File: config.mk
export PLATFORM = sky130hd
export DESIGN_NAME = axi4_ax_sender_q
export DESIGN_NICKNAME = d
export VERILOG_FILES = /design/src/rtl/axi4_ax_sender_q.sv
export SDC_FILE = /design/constraint.sdc
export NUM_CORES = 1
export LEC_CHECK = 0
export ABC_AREA = 1
export BUFFER_PORTS_ARGS = -buffer_cell sky130_fd_sc_hd__buf_2
export CAP_MARGIN = 15
export CORE_MARGIN = 10
export CORE_UTILIZATION = 35
export DETAILED_ROUTE_END_ITERATION = 16
export MAX_ROUTING_LAYER = met4
export PLACE_DENSITY = 0.75
export SYNTH_ARGS = -nofsm -noshare
export SYNTH_HDL_FRONTEND = slang
export SYNTH_SLANG_ARGS = --single-unit
File: constraint.sdc
create_clock -name axi4_aclk -period 2.1 [get_ports axi4_aclk]
set_input_delay 0.42 -clock axi4_aclk [delete_from_list [all_inputs] [get_ports axi4_aclk]]
set_output_delay 0.42 -clock axi4_aclk [all_outputs]
set_load 0.05 [all_outputs]
File: src/rtl/axi4_ax_sender_q.sv
// -----------------------------------------------------------------------------
// axi4_ax_sender_q
//
// Address-channel sender for the RAB, usable for either AR or AW. A slave-side
// address beat is only taken once the translation logic has queued an accept
// or drop decision for it. Decisions are stored in order in a small FIFO and
// are matched one-to-one to slave-side beats.
//   - Accepted beats go into a registered master-side output slice.
//   - Dropped beats are reported through trans_dropped/drop_id/drop_len.
//   - An outstanding-transaction counter caps accepted-but-uncompleted
//     transactions at C_MAX_OUTSTANDING.
//
// Ports
//   axi4_aclk, axi4_arst        clock, synchronous active-high reset
//   trans_accept, trans_drop    decision inputs (drop wins if both are high)
//   dec_ready                   decision FIFO not full
//   trans_done                  one pulse per completed forwarded transaction
//   s_axi4_ax*                  slave-side address channel
//   m_axi4_ax*                  master-side address channel (registered)
//   trans_sent                  master-side handshake this cycle
//   trans_dropped, drop_id,     registered drop report for the
//   drop_len                    error-response generator
//   outstanding                 current outstanding count
//   err_underflow               sticky: trans_done seen with nothing outstanding
// -----------------------------------------------------------------------------
module axi4_ax_sender_q #(
  parameter int C_AXI_ID_WIDTH    = 4,
  parameter int C_AXI_USER_WIDTH  = 4,
  parameter int C_ADDR_WIDTH      = 32,
  parameter int C_DEC_DEPTH       = 4,
  parameter int C_MAX_OUTSTANDING = 8
) (
  input  logic                                   axi4_aclk,
  input  logic                                   axi4_arst,

  input  logic                                   trans_accept,
  input  logic                                   trans_drop,
  output logic                                   dec_ready,
  input  logic                                   trans_done,

  input  logic [C_AXI_ID_WIDTH-1:0]              s_axi4_axid,
  input  logic [C_ADDR_WIDTH-1:0]                s_axi4_axaddr,
  input  logic [7:0]                             s_axi4_axlen,
  input  logic [2:0]                             s_axi4_axsize,
  input  logic [1:0]                             s_axi4_axburst,
  input  logic                                   s_axi4_axlock,
  input  logic [2:0]                             s_axi4_axprot,
  input  logic [3:0]                             s_axi4_axcache,
  input  logic [C_AXI_USER_WIDTH-1:0]            s_axi4_axuser,
  input  logic                                   s_axi4_axvalid,
  output logic                                   s_axi4_axready,

  output logic [C_AXI_ID_WIDTH-1:0]              m_axi4_axid,
  output logic [C_ADDR_WIDTH-1:0]                m_axi4_axaddr,
  output logic [7:0]                             m_axi4_axlen,
  output logic [2:0]                             m_axi4_axsize,
  output logic [1:0]                             m_axi4_axburst,
  output logic                                   m_axi4_axlock,
  output logic [2:0]                             m_axi4_axprot,
  output logic [3:0]                             m_axi4_axcache,
  output logic [C_AXI_USER_WIDTH-1:0]            m_axi4_axuser,
  output logic                                   m_axi4_axvalid,
  input  logic                                   m_axi4_axready,

  output logic                                   trans_sent,
  output logic                                   trans_dropped,
  output logic [C_AXI_ID_WIDTH-1:0]              drop_id,
  output logic [7:0]                             drop_len,
  output logic [$clog2(C_MAX_OUTSTANDING+1)-1:0] outstanding,
  output logic                                   err_underflow
);

  localparam int PTR_W = $clog2(C_DEC_DEPTH);
  localparam int OUT_W = $clog2(C_MAX_OUTSTANDING + 1);

  localparam logic [PTR_W:0]   PTR_ONE = (PTR_W + 1)'(1'b1);
  localparam logic [OUT_W-1:0] OUT_ONE = OUT_W'(1'b1);
  localparam logic [OUT_W-1:0] OUT_MAX = OUT_W'(C_MAX_OUTSTANDING);

  // Decision FIFO: one bit per entry, 1 = drop. Pointers carry an extra MSB
  // so that full and empty can be told apart when the index bits match.
  logic [C_DEC_DEPTH-1:0] dec_mem_r;
  logic [PTR_W:0]         wr_ptr_r;
  logic [PTR_W:0]         rd_ptr_r;

  logic full_s;
  logic empty_s;
  logic push_s;
  logic head_drop_s;
  logic slot_free_s;
  logic below_max_s;
  logic s_ready_s;
  logic acc_hs_s;
  logic drop_hs_s;
  logic pop_s;

  // Queue status, handshake qualification and the combinational outputs.
  always_comb begin
    empty_s     = (wr_ptr_r == rd_ptr_r);
    full_s      = (wr_ptr_r[PTR_W] != rd_ptr_r[PTR_W]) &&
                  (wr_ptr_r[PTR_W-1:0] == rd_ptr_r[PTR_W-1:0]);
    push_s      = (trans_accept | trans_drop) & ~full_s;
    head_drop_s = dec_mem_r[rd_ptr_r[PTR_W-1:0]];
    slot_free_s = ~m_axi4_axvalid | m_axi4_axready;
    below_max_s = (outstanding < OUT_MAX);

    // A drop never reaches the master side, so it needs neither a free slot
    // nor outstanding credit; an accept needs both.
    if (empty_s) begin
      s_ready_s = 1'b0;
    end else if (head_drop_s) begin
      s_ready_s = s_axi4_axvalid;
    end else begin
      s_ready_s = s_axi4_axvalid & slot_free_s & below_max_s;
    end

    acc_hs_s  = s_ready_s & s_axi4_axvalid & ~head_drop_s;
    drop_hs_s = s_ready_s & s_axi4_axvalid & head_drop_s;
    pop_s     = acc_hs_s | drop_hs_s;

    dec_ready      = ~full_s;
    s_axi4_axready = s_ready_s;
    trans_sent     = m_axi4_axvalid & m_axi4_axready;
  end

  // Decision FIFO storage and pointers; no bypass from push to head.
  always_ff @(posedge axi4_aclk) begin
    if (axi4_arst) begin
      dec_mem_r <= {C_DEC_DEPTH{1'b0}};
      wr_ptr_r  <= {(PTR_W + 1){1'b0}};
      rd_ptr_r  <= {(PTR_W + 1){1'b0}};
    end else begin
      if (push_s) begin
        dec_mem_r[wr_ptr_r[PTR_W-1:0]] <= trans_drop;
        wr_ptr_r                       <= wr_ptr_r + PTR_ONE;
      end else begin
        wr_ptr_r <= wr_ptr_r;
      end
      if (pop_s) begin
        rd_ptr_r <= rd_ptr_r + PTR_ONE;
      end else begin
        rd_ptr_r <= rd_ptr_r;
      end
    end
  end

  // Master output slice: load on accepted beat, otherwise hold until taken.
  always_ff @(posedge axi4_aclk) begin
    if (axi4_arst) begin
      m_axi4_axvalid <= 1'b0;
      m_axi4_axid    <= {C_AXI_ID_WIDTH{1'b0}};
      m_axi4_axaddr  <= {C_ADDR_WIDTH{1'b0}};
      m_axi4_axlen   <= 8'h00;
      m_axi4_axsize  <= 3'b000;
      m_axi4_axburst <= 2'b00;
      m_axi4_axlock  <= 1'b0;
      m_axi4_axprot  <= 3'b000;
      m_axi4_axcache <= 4'h0;
      m_axi4_axuser  <= {C_AXI_USER_WIDTH{1'b0}};
    end else if (acc_hs_s) begin
      // acc_hs_s already implies the slot is free, so overwriting is safe.
      m_axi4_axvalid <= 1'b1;
      m_axi4_axid    <= s_axi4_axid;
      m_axi4_axaddr  <= s_axi4_axaddr;
      m_axi4_axlen   <= s_axi4_axlen;
      m_axi4_axsize  <= s_axi4_axsize;
      m_axi4_axburst <= s_axi4_axburst;
      m_axi4_axlock  <= s_axi4_axlock;
      m_axi4_axprot  <= s_axi4_axprot;
      m_axi4_axcache <= s_axi4_axcache;
      m_axi4_axuser  <= s_axi4_axuser;
    end else if (m_axi4_axready) begin
      m_axi4_axvalid <= 1'b0;
    end else begin
      m_axi4_axvalid <= m_axi4_axvalid;
    end
  end

  // Drop report toward the error-response generator.
  always_ff @(posedge axi4_aclk) begin
    if (axi4_arst) begin
      trans_dropped <= 1'b0;
      drop_id       <= {C_AXI_ID_WIDTH{1'b0}};
      drop_len      <= 8'h00;
    end else begin
      trans_dropped <= drop_hs_s;
      if (drop_hs_s) begin
        drop_id  <= s_axi4_axid;
        drop_len <= s_axi4_axlen;
      end else begin
        drop_id  <= drop_id;
        drop_len <= drop_len;
      end
    end
  end

  // Outstanding counter with sticky underflow flag.
  always_ff @(posedge axi4_aclk) begin
    if (axi4_arst) begin
      outstanding   <= {OUT_W{1'b0}};
      err_underflow <= 1'b0;
    end else begin
      case ({acc_hs_s, trans_done})
        2'b10: begin
          outstanding <= outstanding + OUT_ONE;
        end
        2'b01: begin
          if (outstanding == {OUT_W{1'b0}}) begin
            err_underflow <= 1'b1;
          end else begin
            outstanding <= outstanding - OUT_ONE;
          end
        end
        default: begin
          // Idle, or increment and decrement cancelling out.
          outstanding <= outstanding;
        end
      endcase
    end
  end

endmodule

==> flow_metrics.env <==
export IMPL_layout_drive_gt1_share_pct=39.4
export IMPL_fin_nets=673
export IMPL_grt_total_usage_pct=13.0
export IMPL_die_area_um2=14900
export IMPL_drt_pass1_iterations=4
export IMPL_grt_max_degree=79
export IMPL_fmax_ghz=0.500
export IMPL_cp_top_family="simple AND/OR/NAND/NOR gates"
export IMPL_clk_pin_slew_ps=90
export IMPL_io_pins=151
export IMPL_viasPerCell=4.49
export IMPL_post_route_period_util_pct=95.3
export IMPL_die_y_um=122
export IMPL_cpPeakStageDelay_ps=370
export IMPL_dp_hpwl_um=7430
export IMPL_power_density_nw_per_um2=1490
export IMPL_initial_core_util_pct=35.6
export IMPL_final_util_pct=47.5
export IMPL_antenna_left=0
export IMPL_status="finished, final reports clean"
export IMPL_crit_path_max_fanout=4
export IMPL_core_um2=10300
export IMPL_drt_iter0_markers=125
export IMPL_leakage_nw=2.32
export IMPL_async_reset_ff_share_pct=0
export IMPL_cp_buffers_inverters=2
export IMPL_ys_types=30
export IMPL_drc=0
export IMPL_tightest_slew_ps=395
export IMPL_seq_area_frac_synth_pct=49.2
export IMPL_skew_ps=12.4
export IMPL_clock_latency_ps=350
export IMPL_synthTopCellsByArea="dfxtp_1 49%, a21oi_1 11%, o21ai_0 9.6%"
export IMPL_fin_cells=738
export IMPL_globalplace_congestion=0.823
export IMPL_cp_slowest_cell="dfxtp_2"
export IMPL_grt_pass1_vias=3208
export IMPL_drv_cap=0
export IMPL_wl_per_cell_um=13.3
export IMPL_vias=3314
export IMPL_finalSetupViolCount=0
export IMPL_num_antenna_cells=0
export IMPL_syn_nets=523
export IMPL_yosysWarnings=0
export IMPL_ir_worst_vdd_v=0.000579
export IMPL_synth_avg_cell_area_um2=8.18
export IMPL_cts_max_path_buffers=2
export IMPL_min_delay_path_class="primary input to register"
export IMPL_path_class="register to register"
export IMPL_cp_required_ps=2390
export IMPL_syn_area_um2=3660
export IMPL_cts_buffers=9
export IMPL_dp_cells=720
export IMPL_clock_root_buffer="clkbuf_8"
export IMPL_hold_violations=0
export IMPL_h_tree_depth=3
export IMPL_netlist_top_cells_count="90 x dfxtp_1, 78 x inv_1, 77 x a21oi_1"
export IMPL_relSlewSlack_pct=73.7
export IMPL_portBuffers=150
export IMPL_finalMaxSlewViolations=0
export IMPL_cts_tree="done"
export IMPL_synthFlopType="dfxtp_1"
export IMPL_rsz0062_at_grt="yes"
export IMPL_layout_area_overhead_vs_synth_pct=33.4
export IMPL_num_rows=37
export IMPL_start_kind="register"
export IMPL_grt_overflow=0
export IMPL_synth_top_cell_by_area="dfxtp_1"
export IMPL_synth_most_common_cell="dfxtp_1"
export IMPL_end_kind="register"
export IMPL_grt_pass1_wl_um=15400
export IMPL_cts_sinks=90
export IMPL_timing_critical_path_arrival_ps=2290
export IMPL_antenna_found_initial=0
export IMPL_synth_edf_count=0
export IMPL_die_x_um=122
export IMPL_drt_total_wl_um=9840
export IMPL_crit_chain="inv_2 -> nand2_1 -> nand2_2 -> nand3_2 -> nand4_4 -> nand2_4 -> inv_2 -> ha_1 -> nand2_1 -> nor2_2 -> a211oi_2 -> nand3b_1 -> nand2_1 -> nor2_1 -> nor2_1 -> nor2_1"
export IMPL_finalCriticalPeriod_ps=2000
export IMPL_ys_ff_latch=90
export IMPL_ctsHoldBuffers=0
export IMPL_synth_top_area_share_pct=49.2
export IMPL_synth_cells=447
==> worst reg2reg max path, delay by kind of cell (launching register included) <==
family                   cells  cell delay [ps]
AO/OA/AOI/OAI                1              180
adder cells (fa/ha/maj)      1              260
AND/OR/NAND/NOR             12             1000
buffers and inverters        2              110
flip-flops                   1              370
==> kinds of logic (layout without fill, tap and decap cells) <==
logic type	count (synthesis)	in the layout	share of synthesized area, %
AOI/OAI and AO/OA	159	159	22.8
buffers and inverters	105	260	11.7
DFF	90	90	49.2
and+or+nand+nor	84	84	13.0
adders and majority gates	8	8	2.94
xor gates and xnor gates	1	1	0.239
==> registers in the layout, summed over array words and instances, names as in the netlist <==
register,cells
m_axi4_axaddr,32
m_axi4_axvalid,1
m_axi4_axlen,8
dec_mem_r,4
rd_ptr_r,3
m_axi4_axprot,3
outstanding,4
m_axi4_axcache,4
m_axi4_axburst,2
err_underflow,1
m_axi4_axid,4
m_axi4_axuser,4
m_axi4_axlock,1
trans_dropped,1
wr_ptr_r,3
drop_id,4
m_axi4_axsize,3
drop_len,8
==> final cells by class <==
type	instances	area (um^2)
fill	1013	5400
sequential	90	1820
tap	136	170
clock inverter	3	42.5
timing repair buffer	163	878
clock buffer	13	190
inverter	81	304
multi-input combinational	252	1480
==> cells in the final DEF (no fill, tap or decap), types with 5 or more instances in the layout <==
cell      instances
dfxtp_1          82
nand3_1           6
o21ai_0          69
nor2_1           14
nand2_1          26
dfxtp_2           5
nor2_2           11
clkbuf_8         12
inv_2             5
nor2_4           10
buf_2           149
a21oi_2           9
inv_1            74
ha_1              6
a21oi_1          77
nand2_2           5
buf_4            11
==> final timing paths <==
| kind | from | endpoint | slack [ps] | depth (start not counted) |
|---|---|---|---|---|
| worst max-delay path | wr_ptr_r[1]$_SDFFE_PP0P_ | outstanding[3]$_SDFFE_PP0P_ | 100 | 16 |
| worst max register to register | wr_ptr_r[1]$_SDFFE_PP0P_ | outstanding[3]$_SDFFE_PP0P_ | 100 | 16 |
| worst min register to register | m_axi4_axaddr[4]$_SDFFE_PP0P_ | m_axi4_axaddr[4]$_SDFFE_PP0P_ | 440 | 2 |
| worst min-delay path | s_axi4_axlen[0] | drop_len[0]$_SDFFE_PP0P_ | 320 | 3 |
==> stage by stage <==
| stage | hold WS [ps] | power, mW | TNS, ps | setup WS [ps] | cell area [um^2] |
|---|---|---|---|---|---|
| 2_1_floorplan | 439 | 5.15 | 0 | 1.01 | 3680 |
| 3_3_place_gp | 429 | 5.84 | -67.2 | -67.2 | 4570 |
| 3_5_place_dp | 433 | 5.93 | -154 | -104 | 4570 |
| 4_1_cts | 296 | 7.28 | 0 | 4.83 | 4820 |
| 5_1_grt | 325 | 7.74 | -83.9 | -83.9 | 4880 |
| 6_report | 324 | 7.29 | 0 | 99.0 | 4880 |
==> timing repair <==
| action | CTS | global route |
|---|---|---|
| pin swaps | 0 | 6 |
| resized for setup | 7 | 20 |
| endpoints found under the hold margin | 0 | 0 |
| cloned | 0 | 0 |
| setup buffers | 0 | 2 |
| setup endpoints to repair | 7 | 24 |
==> where the power goes <==
part	internal (mW)	switching [mW]
combinational	0.887	2.65
clock	0.718	0.593
sequential	2.18	0.263
==> per-layer routing <==
layer	wire, um	share of wire (%)	track usage (%)	vias up
met3	919	9.3	4.36	15
met5	0	0	-	-
met1	3980	40	14.0	1466
met2	4750	48	21.5	100
li1	-	-	-	1733
met4	191	1.9	5.60	0
No activity file was read; power rests on OpenSTA's default activity.
